--- src/rtl/iob_wb_pkg.sv ---
// Shared definitions for the IOb-to-Wishbone master bridge: FSM encoding,
// timeout counter sizing and the error-counter saturation limit.
package iob_wb_pkg;

    typedef enum logic [1:0] {
        ST_IDLE = 2'd0,
        ST_STB  = 2'd1,
        ST_WAIT = 2'd2,
        ST_RESP = 2'd3
    } state_t;

    localparam int         ERR_CNT_W   = 8;
    localparam logic [7:0] ERR_CNT_MAX = 8'hFF;

    // Width of a counter that must reach TIMEOUT; never narrower than one bit
    function automatic int tmo_cnt_w(input int timeout);
        return ($clog2(timeout + 1) < 1) ? 1 : $clog2(timeout + 1);
    endfunction

endpackage

--- src/rtl/iob_wb_timeout.sv ---
// Bus-cycle watchdog: clears on a new cycle, counts enabled cycles, and
// pulses expire_o on the enabled cycle that would bring the count to TIMEOUT.
// TIMEOUT = 0 removes the watchdog entirely.
module iob_wb_timeout
    import iob_wb_pkg::*;
#(
    parameter int TIMEOUT = 255
) (
    input  logic clk_i,
    input  logic arst_n_i,
    input  logic clr_i,
    input  logic en_i,
    output logic expire_o
);

    localparam int CNT_W = tmo_cnt_w(TIMEOUT);

    if (TIMEOUT == 0) begin : g_bypass
        logic unused_tmo;
        assign unused_tmo = ^{clk_i, arst_n_i, clr_i, en_i};
        assign expire_o   = 1'b0;
    end else begin : g_count
        logic [CNT_W-1:0] cnt;

        // Count cycles of an outstanding bus cycle that saw no ack or err
        always_ff @(posedge clk_i or negedge arst_n_i) begin
            if (!arst_n_i) begin
                cnt <= '0;
            end else if (clr_i) begin
                cnt <= '0;
            end else if (en_i) begin
                cnt <= cnt + CNT_W'(1);
            end
        end

        assign expire_o = en_i && (cnt == CNT_W'(TIMEOUT - 1));
    end

endmodule

--- src/rtl/iob_wb_master_bridge.sv ---
// Single-outstanding IOb slave port driving a Wishbone B4 master port,
// classic or pipelined, with optional posted writes and a bus watchdog.
module iob_wb_master_bridge
    import iob_wb_pkg::*;
#(
    parameter int ADDR_W    = 32,
    parameter int DATA_W    = 32,
    parameter int PIPELINED = 0,
    parameter int POSTED_WR = 0,
    parameter int TIMEOUT   = 255
) (
    input  logic                  clk_i,
    input  logic                  arst_n_i,
    input  logic                  iob_valid_i,
    input  logic [ADDR_W-1:0]     iob_addr_i,
    input  logic [DATA_W-1:0]     iob_wdata_i,
    input  logic [DATA_W/8-1:0]   iob_wstrb_i,
    output logic [DATA_W-1:0]     iob_rdata_o,
    output logic                  iob_ready_o,
    output logic                  iob_err_o,
    output logic [ADDR_W-1:0]     wb_adr_o,
    output logic [DATA_W-1:0]     wb_dat_o,
    output logic [DATA_W/8-1:0]   wb_sel_o,
    output logic                  wb_we_o,
    output logic                  wb_cyc_o,
    output logic                  wb_stb_o,
    input  logic [DATA_W-1:0]     wb_dat_i,
    input  logic                  wb_ack_i,
    input  logic                  wb_err_i,
    input  logic                  wb_stall_i,
    output logic [ERR_CNT_W-1:0]  err_cnt_o
);

    state_t state;
    logic   posted_q;   // outstanding bus cycle was already answered on IOb
    logic   sticky_q;   // posted write failed, not yet reported
    logic   capture;
    logic   is_wr;
    logic   expire;
    logic   bus_fail;
    logic   bus_done;

    assign is_wr    = |iob_wstrb_i;
    assign capture  = (state == ST_IDLE) && iob_valid_i;
    assign bus_fail = wb_err_i || expire;
    assign bus_done = wb_ack_i || bus_fail;

    iob_wb_timeout #(
        .TIMEOUT (TIMEOUT)
    ) u_timeout (
        .clk_i    (clk_i),
        .arst_n_i (arst_n_i),
        .clr_i    (capture),
        .en_i     (wb_cyc_o && !wb_ack_i && !wb_err_i),
        .expire_o (expire)
    );

    // Request/response sequencer with registered IOb and Wishbone outputs
    always_ff @(posedge clk_i or negedge arst_n_i) begin
        if (!arst_n_i) begin
            state       <= ST_IDLE;
            posted_q    <= 1'b0;
            sticky_q    <= 1'b0;
            iob_rdata_o <= '0;
            iob_ready_o <= 1'b0;
            iob_err_o   <= 1'b0;
            wb_adr_o    <= '0;
            wb_dat_o    <= '0;
            wb_sel_o    <= '0;
            wb_we_o     <= 1'b0;
            wb_cyc_o    <= 1'b0;
            wb_stb_o    <= 1'b0;
            err_cnt_o   <= '0;
        end else begin
            iob_ready_o <= 1'b0;
            iob_err_o   <= 1'b0;
            iob_rdata_o <= '0;
            case (state)
                ST_IDLE: begin
                    if (iob_valid_i) begin
                        wb_adr_o <= iob_addr_i;
                        wb_dat_o <= iob_wdata_i;
                        wb_we_o  <= is_wr;
                        wb_sel_o <= is_wr ? iob_wstrb_i : '1;
                        wb_cyc_o <= 1'b1;
                        wb_stb_o <= 1'b1;
                        state    <= ST_STB;
                        posted_q <= (POSTED_WR != 0) && is_wr;
                        if ((POSTED_WR != 0) && is_wr) begin
                            // Answer now; report any earlier posted failure
                            iob_ready_o <= 1'b1;
                            iob_err_o   <= sticky_q;
                            sticky_q    <= 1'b0;
                        end
                    end
                end
                ST_STB, ST_WAIT: begin
                    if (bus_done) begin
                        wb_cyc_o <= 1'b0;
                        wb_stb_o <= 1'b0;
                        if (bus_fail && (err_cnt_o != ERR_CNT_MAX)) begin
                            err_cnt_o <= err_cnt_o + ERR_CNT_W'(1);
                        end
                        if (posted_q) begin
                            state <= ST_IDLE;
                            if (bus_fail) begin
                                sticky_q <= 1'b1;
                            end
                        end else begin
                            state       <= ST_RESP;
                            iob_ready_o <= 1'b1;
                            iob_err_o   <= bus_fail || sticky_q;
                            sticky_q    <= 1'b0;
                            if (!bus_fail && !wb_we_o) begin
                                iob_rdata_o <= wb_dat_i;
                            end
                        end
                    end else if ((state == ST_STB) && (PIPELINED != 0) && !wb_stall_i) begin
                        // Request accepted by slave; keep cyc, wait for ack
                        wb_stb_o <= 1'b0;
                        state    <= ST_WAIT;
                    end
                end
                ST_RESP: begin
                    state <= ST_IDLE;
                end
                default: begin
                    state <= ST_IDLE;
                end
            endcase
        end
    end

endmodule

--- config.mk ---
export PLATFORM = sky130hd
export DESIGN_NAME = iob_wb_master_bridge
export DESIGN_NICKNAME = d
export VERILOG_FILES = /design/src/rtl/iob_wb_pkg.sv /design/src/rtl/iob_wb_timeout.sv /design/src/rtl/iob_wb_master_bridge.sv
export SDC_FILE = /design/constraint.sdc
export NUM_CORES = 1
export LEC_CHECK = 0
export CAP_MARGIN = 10
export CORE_MARGIN = 1.5
export CORE_UTILIZATION = 44
export DETAILED_ROUTE_END_ITERATION = 7
export GPL_ROUTABILITY_DRIVEN = 0
export PLACE_DENSITY = 0.85
export SYNTH_ARGS = -nofsm -noshare
export SYNTH_HDL_FRONTEND = slang
export SYNTH_SLANG_ARGS = --single-unit
export TNS_END_PERCENT = 5
--- constraint.sdc ---
create_clock -name clk_i -period 3.14 [get_ports clk_i]
set_clock_uncertainty 0.2 [all_clocks]
set_input_delay 0.628 -clock clk_i [delete_from_list [all_inputs] [get_ports clk_i]]
set_output_delay 0.628 -clock clk_i [all_outputs]
set_load 0.01 [all_outputs]
# Word level (Yosys, flattened, before mapping)
# Cells that the tools add are included.
# op_classes
add_sub_neg	2
muxes	16
n_reduce_logical	21
n_eq_ne	7
# ops
cell	n
32-bit two-way mux	3
8-bit by 1-bit adder with 8-bit output, second input constant	2
8-bit two-way mux	2
8-bit equality test, second input constant	1
8-bit inequality test, second input constant	1
1-bit logical AND	6
1-bit two-way mux	6
2-bit one-hot mux with 3 select lines	1
3-bit AND reduction	2
2-bit equality test, second input constant	2
1-bit zero test	4
2-bit two-way mux	2
4-bit two-way mux	1
2-bit inequality test, second input constant	2
2-bit AND reduction	2
2-bit nonzero test	2
4-bit OR reduction	1
2-bit by 1-bit equality test with 1-bit output, second input constant	1
2-bit zero test	1
1-bit logical OR	2
1-bit one-hot mux with 2 select lines	1
2-bit OR reduction	1
# totals
register_bits	122
wordCells	57
inputBits	106

# Logic depth before layout (Yosys ltp)
# Gate-level depths: netlist of run 1.
# depth
ltp_word	10
depth_mapped	8
depth_no_buf	7

# By module
# A second synthesis of run 1 with hierarchy kept.
# unflattened
cells_unflattened	333
area_unflattened_um2	4708.3
# by_module_without_submodules
module	cells_per_inst	seq_area_each_um2	area_each_um2	instances
iob_wb_master_bridge	292	2852.7	4296.6	1
iob_wb_timeout	41	200.2	411.6	1

# Worst setup path after synthesis of run 1
# No wires, ideal clock.
# synth_timing
path_type	input to register
start	input wb_err_i
end	register err_cnt_o[1]
required_ns	2.815
setup_time_ns	0.125
path_slack_ns	1.130
path_buffers	0
path_stages	4
t_arrival_ns	1.685
cell_sequence	and4bb_2 > a41oi_4 > nor2_1 > mux2_2
# synth_between
elab_chain_len	6
word_cells_on_any_way	7
classes_between	reduce/logical (7)
# synth_lines
element	line_no	source
from (decl)	iob_wb_master_bridge.sv:29	input logic wb_err_i,
1-bit zero test	iob_wb_master_bridge.sv:54	.en_i (wb_cyc_o && !wb_ack_i && !wb_err_i),
1-bit logical AND	iob_wb_master_bridge.sv:54	
1-bit logical AND	iob_wb_timeout.sv:36	assign expire_o = en_i && (cnt == CNT_W'(TIMEOUT - 1));
1-bit logical OR *	iob_wb_master_bridge.sv:45	assign bus_fail = wb_err_i || expire;
1-bit logical OR / 1-bit logical AND (equally long branches)	iob_wb_master_bridge.sv:46, iob_wb_master_bridge.sv:101	
3-bit AND reduction (no line) *	--	
to (signal assigned)	iob_wb_master_bridge.sv:102	err_cnt_o <= err_cnt_o + ERR_CNT_W'(1);
to (decl)	iob_wb_master_bridge.sv:31	output logic [ERR_CNT_W-1:0] err_cnt_o
# Every way passes the cells marked *; elsewhere a longest branch is shown, timed or not.
# A chain may end at the register's enable or synchronous reset.

# Worst setup path in the final report of run 1
# layout_timing
start	register err_cnt_o[3]
end	output err_cnt_o[3]
# No word-level cell between the ends.

==> results of run 1 <==
## placed cells by master, fill, tap and decap left out, types with 2 or more instances in the layout
| master | count |
|---|---|
| nand3_1 | 4 |
| buf_12 | 3 |
| dfrtp_1 | 122 |
| inv_1 | 6 |
| clkinv_2 | 3 |
| clkbuf_16 | 16 |
| clkinvlp_4 | 6 |
| ha_1 | 5 |
| and2_1 | 35 |
| nor2_1 | 10 |
| xor2_1 | 8 |
| mux2i_1 | 2 |
| nand2_1 | 210 |
| o21ai_0 | 8 |
| clkdlybuf4s50_1 | 216 |
| xnor2_1 | 3 |
| buf_4 | 5 |
| clkbuf_8 | 3 |
| nor4_1 | 4 |
| a21oi_1 | 6 |
| nand4_1 | 2 |
| nor3_2 | 2 |
| nor3_1 | 7 |
## cell type report
| cell class | instances | area, sq um | share of cell area |
|---|---|---|---|
| clock inverters | 11 | 98.8 | 0.0130 |
| flip-flops and latches | 122 | 3050 | 0.401 |
| well taps | 136 | 170 | 0.0224 |
| multi-input cells | 321 | 1550 | 0.204 |
| inverters | 6 | 22.5 | 0.00296 |
| clock buffers | 20 | 445 | 0.0585 |
| repair buffers | 225 | 2270 | 0.298 |
## metrics by stage
stage / instances / util / instance area (sq um)
2_1_floorplan: 469 / - / 4700
3_3_place_gp: 809 / 0.684 / 7060
3_5_place_dp: 809 / 0.684 / 7060
4_1_cts: 841 / 0.737 / 7610
5_1_grt: 841 / 0.737 / 7610
6_report: 841 / 0.737 / 7610
## routing by layer
| metal | up-vias | share of wire |
|---|---|---|
| li1 | 1923 | - |
| met1 | 1880 | 0.37 |
| met2 | 186 | 0.51 |
| met3 | 32 | 0.091 |
| met4 | 0 | 0.028 |
| met5 | - | 0 |
## state kept, by name, indices dropped and copies added, names as in the netlist
name	cells
wb_adr_o	32
wb_stb_o	1
wb_we_o	1
iob_err_o	1
state	2
wb_sel_o	4
u_timeout.g_count.cnt	8
wb_dat_o	32
iob_ready_o	1
iob_rdata_o	32
err_cnt_o	8
## cells in the mapped netlist, drive strengths merged
cell / count / area [sq um]
buf: 1 / 7.51
nor3: 9 / 50.1
and4bb: 1 / 12.5
and4: 1 / 8.76
nand4: 2 / 12.5
nor3b: 1 / 7.51
a21oi: 6 / 30.0
o31ai: 1 / 7.51
dfrtp: 122 / 3050
nor2: 10 / 37.5
inv: 6 / 22.5
a211oi: 1 / 7.51
xnor2: 3 / 26.3
and3: 1 / 6.26
mux2i: 2 / 20.0
ha: 5 / 62.6
o21ai: 8 / 40.0
nand4bb: 1 / 11.3
a31oi: 1 / 6.26
a41oi: 1 / 27.5
nor4b: 1 / 15.0
mux2: 1 / 11.3
nand2: 211 / 792
clkbuf: 19 / 71.3
xor2: 8 / 70.1
nand2b: 1 / 6.26
nand3: 4 / 20.0
and2: 36 / 225
or3: 1 / 6.26
nor4: 4 / 25.0
## power groups by stage
stage / Clock, mW / Combinational [mW] / Sequential (mW)
after floorplan: 0 / 0.733 / 2.65
after global placement: 0 / 2.32 / 2.41
after detailed placement: 0 / 2.40 / 2.44
after CTS: 1.78 / 2.43 / 2.42
after global routing: 1.86 / 2.62 / 2.48
final: 1.75 / 2.40 / 2.42
## logic make-up (layout without fill, tap and decap cells)
| family | count (synthesis) | count (layout) | synth area share |
|---|---|---|---|
| AOI/OAI and AO/OA | 18 | 18 | 0.0253 |
| DFF | 122 | 122 | 0.650 |
| adders and majority gates | 5 | 5 | 0.0133 |
| xor gates and xnor gates | 11 | 11 | 0.0205 |
| and+or+nand+nor | 284 | 284 | 0.263 |
| buffers and inverters | 26 | 262 | 0.0216 |
| muxes | 3 | 3 | 0.00666 |
## path summary, 6_finish.rpt
kind	cells past startpoint	endpoint	slack (ns)
worst max-delay path	1	err_cnt_o[3]	0.77
worst min-delay path	2	wb_dat_o[25]	0.27
worst max register to register	6	err_cnt_o[1]	1.04
worst min register to register	2	wb_dat_o[25]	0.27
max in group asynchronous	3	iob_rdata_o[21]	1.39
min in group asynchronous	2	wb_dat_o[19]	0.53
==> impl_metrics.env, run 1 <==
export IMPL_status="finished, final reports clean"
export IMPL_rows=37
export IMPL_rsz0062_at_grt="no"
export IMPL_grt_pass1_wl_mm=19.6
export IMPL_syn_area_sq_um=4700
export IMPL_yosysUniqueCellTypes=31
export IMPL_antenna_found_initial=0
export IMPL_post_route_drc_count=0
export IMPL_die_area_sq_um=11300
export IMPL_grt_overflow=0
export IMPL_crit_fanout=6
export IMPL_drtIter0Drc=224
export IMPL_cpMaxStageDelayCell="clkdlybuf4s50_1"
export IMPL_dr_pass1_iters=5
export IMPL_power_density_nw_per_um2=863
export IMPL_cp_cell_sequence="clkdlybuf4s50_1"
export IMPL_max_vdd_ir_drop_mv=0.420
export IMPL_cp_data_required_time_ns=2.31
export IMPL_post_cts_setup_buffers=0
export IMPL_cts_root_buffer="clkbuf_8"
export IMPL_layout_nets=804
export IMPL_coreArea_sq_um=10300
export IMPL_drv_slew=0
export IMPL_grt_max_degree=71
export IMPL_netlist_instances=469
export IMPL_portBuffers=217
export IMPL_whs_ns=0.270
export IMPL_worstMarginPinSlew_ns=0.719
export IMPL_die_y_um=106
export IMPL_slew_headroom=0.521
export IMPL_fin_crit_sh=0.755
export IMPL_switching_power_mw=2.09
export IMPL_final_hold_viol_count=0
export IMPL_wl_per_cell_um=14.7
export IMPL_htreeDepth=4
export IMPL_numCtsBuffers=17
export IMPL_cp_arrival_ns=1.54
export IMPL_clockPowerShare=0.266
export IMPL_use_met2=0.393
export IMPL_end_kind="primary output"
export IMPL_p_int_mw=4.48
export IMPL_seqPwrFrac=0.368
export IMPL_io_pins=219
export IMPL_busiest_layer="met2"
export IMPL_total_power_mw=6.57
export IMPL_pwr_share_comb=0.365
export IMPL_ys_ff_latch=122
export IMPL_clk_insertion_delay_late_ns=0.51
export IMPL_max_freq_mhz=422
export IMPL_drtAntennaViolNets=0
export IMPL_p_leak_nw=3.61
export IMPL_startpoint_type="flop"
export IMPL_ctsHoldBuffers=1
export IMPL_fill_cells=691
export IMPL_cts_resized=0
export IMPL_die_w_um=106
export IMPL_ys_seq_area_frac=0.650
export IMPL_track_usage=0.226
export IMPL_fin_crit_ns=2.37
export IMPL_tns_ns=0
export IMPL_max_cap_viol_count=0
export IMPL_cts_tree="yes"
export IMPL_drive_gt1_frac=0.0652
export IMPL_syn_nets=580
export IMPL_initial_utilization=0.455
export IMPL_critPathTopFamily="buffers and inverters"
export IMPL_grt_pass1_vias=4078
export IMPL_vias=4021
export IMPL_worstReg2RegStart="state[1]"
export IMPL_finalSetupViolCount=0
export IMPL_setup_ws_ns=0.771
export IMPL_clock_tree_buffer_depth=2
export IMPL_switching_share=0.318
export IMPL_path_class="flop to primary output"
export IMPL_grt_use_met1=0.246
export IMPL_clk_pin_slew_worst_paths_ns=0.05
export IMPL_yosys_warnings=0
export IMPL_crit_buf_inv=1
export IMPL_hp_class="flop to flop"
export IMPL_post_place_ws_ns=0.469
export IMPL_hpwl_mm=8.90
export IMPL_worstHoldStart="wb_dat_o[25]"
export IMPL_cp_slowest_stage_delay_ns=0.59
export IMPL_drt_total_wl_mm=12.4
export IMPL_avgSynthCellArea_sq_um=10.0
export IMPL_use_met3=0.0797
export IMPL_vias_per_cell=4.78
export IMPL_clock_sinks=122
export IMPL_antennaDiodeCount=0
export IMPL_critPathLaunch="err_cnt_o[3]"
export IMPL_area_growth_pct=62.0
Note: power is estimated with default switching activity, not from simulation.
==> run 2: changes to the inputs <==
--- a/config.mk
+++ b/config.mk
@@ -7,10 +7,10 @@
 export LEC_CHECK = 0
 export CAP_MARGIN = 10
 export CORE_MARGIN = 1.5
-export CORE_UTILIZATION = 44
+export CORE_UTILIZATION = 37
 export DETAILED_ROUTE_END_ITERATION = 7
 export GPL_ROUTABILITY_DRIVEN = 0
-export PLACE_DENSITY = 0.85
+export PLACE_DENSITY = 0.76
 export SYNTH_ARGS = -nofsm -noshare
 export SYNTH_HDL_FRONTEND = slang
 export SYNTH_SLANG_ARGS = --single-unit
==> constraint.sdc (replaced) <==
create_clock -name clk_i -period 1.9 [get_ports clk_i]
set_clock_uncertainty 0.2 [all_clocks]
set_input_delay 0.38 -clock clk_i [delete_from_list [all_inputs] [get_ports clk_i]]
set_output_delay 0.38 -clock clk_i [all_outputs]
set_load 0.01 [all_outputs]
==> run 2 against run 1 <==
Highest routed layer unchanged. First-iteration DRC count is 11% higher. Global-route usage decreased by 3.6 points. Critical endpoint is now err_cnt_o[2]. Sequential power increased by 64%. Hold slack worse by 0.011 ns. Critical path depth is 6 higher. Clock power up 89%. Non-clock buffer count is 11 higher. Worst setup slack worse by 0.76 ns. Largest cell class unchanged. Routed wire length increased by 0.32%. Utilization shrank 9.1 points. Critical path type is now flop to flop.
==> impl_metrics.env, run 2 (same netlist as run 1, synthesis figures left out) <==
export IMPL_status="finished, final reports clean"
export IMPL_drt_total_wl_mm=12.4
export IMPL_rows=40
export IMPL_grt_pass1_wl_mm=19.5
export IMPL_fill_cells=982
export IMPL_power_density_nw_per_um2=1390
export IMPL_vias=4066
export IMPL_grt_pass1_vias=4064
export IMPL_slew_headroom=0.753
export IMPL_cts_root_buffer="clkbuf_16"
export IMPL_multi_input_area_sq_um=1580
export IMPL_final_common_cell="nand2_1"
export IMPL_drive_gt1_frac=0.0865
export IMPL_coreArea_sq_um=12200
export IMPL_clock_sinks=122
export IMPL_startpoint_type="flop"
export IMPL_cp_data_required_time_ns=1.98
export IMPL_layout_nets=815
export IMPL_fin_crit_ns=1.89
export IMPL_drv_slew=0
export IMPL_grt_overflow=0
export IMPL_wl_per_cell_um=14.0
export IMPL_crit_fanout=7
export IMPL_antenna_found_initial=0
export IMPL_area_growth_pct=68.1
export IMPL_io_pins=219
export IMPL_initial_utilization=0.385
export IMPL_fin_crit_sh=0.993
export IMPL_total_power_mw=11.0
export IMPL_hp_class="input pin to asynchronous set/reset pin"
export IMPL_rr_worst_depth=7
export IMPL_path_class="flop to flop"
export IMPL_grt_max_degree=54
export IMPL_track_usage=0.190
export IMPL_rsz0062_at_grt="yes"
export IMPL_tns_ns=0
export IMPL_largest_registers="iob_rdata_o x32, wb_adr_o x32, wb_dat_o x32"
export IMPL_worstMarginPinSlew_ns=0.367
export IMPL_clk_insertion_delay_late_ns=0.40
export IMPL_cp_arrival_ns=1.96
export IMPL_max_vdd_ir_drop_mv=0.683
export IMPL_dp_cells=851
export IMPL_rrSetupSlack_ns=0.01
export IMPL_p_leak_nw=4.29
export IMPL_clock_tree_buffer_depth=2
export IMPL_numCtsBuffers=17
export IMPL_portBuffers=217
export IMPL_drtAntennaViolNets=0
export IMPL_regArea_sq_um=3060
export IMPL_final_cell_mix="nand2_1, clkdlybuf4s50_1, dfrtp_1"
export IMPL_htreeDepth=4
export IMPL_post_route_drc_count=0
export IMPL_cts_tree="yes"
export IMPL_dr_pass1_iters=4
export IMPL_hpwl_mm=8.96
export IMPL_end_kind="flop"
export IMPL_final_hold_viol_count=0
export IMPL_die_w_um=116
export IMPL_finalSetupViolCount=0
export IMPL_vias_per_cell=4.59
export IMPL_clk_pin_slew_worst_paths_ns=0.05
export IMPL_max_freq_mhz=530
export IMPL_antennaDiodeCount=0
export IMPL_final_cells=885
export IMPL_drtIter0Drc=248
export IMPL_whs_ns=0.259
export IMPL_max_cap_viol_count=0
export IMPL_die_area_sq_um=13400
export IMPL_die_y_um=116
==> run 2: cell types whose count changed in the layout (fill, tap and decap cells not counted), sizes merged <==
cell           change
dlymetal6s2s      +29
clkdlybuf4s50     -81
clkinv             -1
buf               +11
dlygate4sd2       +52
clkbuf             +6
clkinvlp           -6
bufinv             +2
==> run 2: area by class of cell <==
| class | count | share of cell area |
|---|---|---|
| clock buffer | 26 | 0.0645 |
| inverter | 6 | 0.00285 |
| timing repair buffer | 236 | 0.305 |
| multi-input combinational | 321 | 0.200 |
| tap | 168 | 0.0266 |
| sequential | 122 | 0.387 |
| clock inverter | 6 | 0.0138 |
==> run 2: stage by stage <==
step	util	setup slack [ns]	area (sq um)
global route	0.647	-0.0651	7900
detailed placement	0.592	-0.353	7220
finish	0.647	0.0136	7900
global placement	0.592	-0.298	7220
floorplan	-	0.0154	4700
CTS	0.639	-0.0714	7800
==> run 2: power by group <==
group | internal, mW | switching [mW] | total [mW]
Sequential | 3.48 | 0.483 | 3.96
Clock | 2.24 | 1.07 | 3.31
Combinational | 1.86 | 1.85 | 3.70
Total | 7.58 | 3.40 | 11.0
==> run 2: final timing paths <==
kind / start / to
max: state[1] / err_cnt_o[2]
min: arst_n_i / wb_dat_o[29]
max reg2reg: state[1] / err_cnt_o[2]
min reg2reg: wb_sel_o[3] / wb_sel_o[3]
max in group asynchronous: arst_n_i / wb_stb_o
min in group clk_i: wb_sel_o[3] / wb_sel_o[3]
==> run 2: worst max-delay path, stage by stage (launching register included) <==
cell and delay, ns:
dfrtp_1 0.38, inv_1 0.05, ha_1 0.28, and2_1 0.17, a41oi_4 0.33, inv_1 0.13, a21oi_1 0.16, a31oi_1 0.06
==> run 2: per-layer routing <==
| metal | GRT usage | vias up | share of wire |
|---|---|---|---|
| met4 | 0.0894 | 0 | 0.023 |
| li1 | - | 1939 | - |
| met2 | 0.307 | 184 | 0.48 |
| met5 | 0 | - | 0 |
| met1 | 0.214 | 1919 | 0.39 |
| met3 | 0.0879 | 24 | 0.11 |
==> run 2: repair_timing <==
item                                    in CTS  in global routing
hold buffers                                 1                  0
pin swaps                                    0                  1
hold endpoints to repair                    23                  0
endpoints found under the setup margin      54                 39
setup buffers                                1                  0
resized for setup                           54                 35
==> run 3: changes to the inputs <==
--- a/config.mk
+++ b/config.mk
@@ -6,11 +6,13 @@
 export NUM_CORES = 1
 export LEC_CHECK = 0
 export CAP_MARGIN = 10
+export CORE_ASPECT_RATIO = 0.75
 export CORE_MARGIN = 1.5
 export CORE_UTILIZATION = 37
 export DETAILED_ROUTE_END_ITERATION = 7
 export GPL_ROUTABILITY_DRIVEN = 0
 export PLACE_DENSITY = 0.76
+export SETUP_SLACK_MARGIN = 0.1
 export SYNTH_ARGS = -nofsm -noshare
 export SYNTH_HDL_FRONTEND = slang
 export SYNTH_SLANG_ARGS = --single-unit
==> run 3 against run 2 <==
Routed wire length fell by 0.48%. Utilization is 2.0 points lower. Sequential share of layout area grew 0.76 points. Die area hardly changed. Hold slack improved by 0.0076 ns. Sequential power is essentially flat. Non-clock buffer count fell by 3. Largest cell class unchanged. Cell count down 0.45%. Combinational power decreased by 5%. Critical endpoint is now err_cnt_o[1]. Global-route usage is 0.12 points higher. Cell area shrank 2.0%. Clock power up 3%.
==> impl_metrics.env, run 3 (same netlist as run 1, synthesis figures left out) <==
export IMPL_multi_input_area_sq_um=1600
export IMPL_grt_overflow=0
export IMPL_dp_cells=847
export IMPL_track_usage=0.191
export IMPL_cts_tree="yes"
export IMPL_drive_gt1_frac=0.0924
export IMPL_grt_pass1_wl_mm=20.0
export IMPL_rrSetupSlack_ns=0.04
export IMPL_post_cts_setup_buffers=0
export IMPL_die_y_um=101
export IMPL_area_growth_pct=64.7
export IMPL_grt_max_degree=123
export IMPL_end_kind="flop"
export IMPL_cts_root_buffer="clkbuf_16"
export IMPL_vias_per_cell=4.58
export IMPL_final_common_cell="nand2_1"
export IMPL_die_area_sq_um=13400
export IMPL_status="finished, final reports clean"
export IMPL_cp_cell_sequence="inv_2 > ha_4 > and2_4 > a41oi_4 > nor2_2 > mux2_4"
export IMPL_final_util=0.627
export IMPL_drtIter0Drc=103
export IMPL_finalSetupViolCount=0
export IMPL_startpoint_type="flop"
export IMPL_coreArea_sq_um=12300
export IMPL_worstMarginPinSlew_ns=0.631
export IMPL_grt_pass1_vias=4129
export IMPL_htreeDepth=4
export IMPL_p_leak_nw=4.09
export IMPL_rr_worst_depth=6
export IMPL_clk_pin_slew_worst_paths_ns=0.06
export IMPL_final_hold_viol_count=0
export IMPL_crit_fanout=7
export IMPL_fin_crit_ns=1.86
export IMPL_setup_ws_ns=0.0357
export IMPL_clk_insertion_delay_late_ns=0.39
export IMPL_drtAntennaViolNets=0
export IMPL_max_freq_mhz=536
export IMPL_antenna_found_initial=1
export IMPL_path_class="flop to flop"
export IMPL_initial_utilization=0.381
export IMPL_rows=35
export IMPL_max_vdd_ir_drop_mv=0.658
export IMPL_drv_slew=0
export IMPL_max_cap_viol_count=0
export IMPL_wl_per_cell_um=14.0
export IMPL_die_w_um=133
export IMPL_post_place_ws_ns=-0.292
export IMPL_regArea_sq_um=3050
export IMPL_total_power_mw=10.9
export IMPL_rsz0062_at_grt="yes"
export IMPL_dr_pass1_iters=4
export IMPL_cp_data_required_time_ns=1.99
export IMPL_clock_sinks=122
export IMPL_vias=4031
export IMPL_cp_arrival_ns=1.95
export IMPL_clock_tree_buffer_depth=2
export IMPL_io_pins=219
export IMPL_post_route_drc_count=0
export IMPL_cp_slowest_stage_delay_ns=0.39
export IMPL_drt_total_wl_mm=12.3
export IMPL_worst_hold_path_num_cells=2
export IMPL_layout_nets=812
export IMPL_hpwl_mm=8.83
export IMPL_numCtsBuffers=17
export IMPL_largest_registers="iob_rdata_o x32, wb_adr_o x32, wb_dat_o x32"
export IMPL_portBuffers=217
export IMPL_power_density_nw_per_um2=1410
export IMPL_fin_crit_sh=0.981
export IMPL_whs_ns=0.267
export IMPL_cpMaxStageDelayCell="dfrtp_1"
export IMPL_final_cells=881
export IMPL_final_cell_mix="nand2_1, dfrtp_1, dlygate4sd2_1"
export IMPL_fill_cells=1024
export IMPL_slew_headroom=0.579
export IMPL_hp_class="flop to flop"
==> run 3: final timing paths <==
check                             startpoint      endpoint
worst min register to register  wb_dat_o[16]  wb_dat_o[16]
min in group asynchronous           arst_n_i  wb_adr_o[11]
worst max register to register      state[0]  err_cnt_o[1]
worst max-delay path                state[0]  err_cnt_o[1]
max in group asynchronous           arst_n_i  err_cnt_o[3]
worst min-delay path            wb_dat_o[16]  wb_dat_o[16]
==> run 3: routing by layer <==
| metal | vias to the layer above | GRT usage | routed length, um |
|---|---|---|---|
| met5 | - | 0 | 0 |
| met2 | 187 | 0.319 | 5820 |
| met1 | 1897 | 0.228 | 5180 |
| met4 | 0 | 0.0652 | 90 |
| met3 | 9 | 0.0759 | 1250 |
| li1 | 1938 | - | - |
==> run 3: what timing repair did <==
item                                   in CTS  in global routing
pin swaps                                   6                  7
endpoints found under the hold margin     122                  0
gates resized for setup                   120                  5
hold buffers                                1                  0
cloned                                      0                  0
setup endpoints to repair                 121                 43
==> run 3: worst max-delay path: cells and delay by family, from the launching register on <==
kind                     cells  cell delay (ns)
AO/OA/AOI/OAI                1             0.32
adder cells (fa/ha/maj)      1             0.22
buffers and inverters        1             0.09
flip-flops                   1             0.39
multiplexers                 1             0.30
AND/OR/NAND/NOR              2             0.24
==> run 3: final cells by class <==
type | count | share of cell area
Antenna cell | 1 | 0.000323
Clock buffer | 21 | 0.0608
Clock inverter | 11 | 0.0217
Inverter | 6 | 0.00291
Multi-Input combinational cell | 321 | 0.207
Sequential cell | 122 | 0.395
Tap cell | 166 | 0.0268
Timing Repair Buffer | 233 | 0.286
==> run 3: stage by stage <==
step / TNS (ns) / area (sq um)
after floorplan: 0 / 4710
after global placement: -2.75 / 7200
after detailed placement: -3.47 / 7200
after CTS: 0 / 7710
after global routing: -0.0871 / 7740
final: 0 / 7740
==> run 3: report_power, final <==
group	total [mW]	leakage [nW]	switching (mW)	internal, mW
clock	3.40	0.309	1.10	2.30
sequential	3.98	1.58	0.500	3.48
combinational	3.53	2.20	1.83	1.69
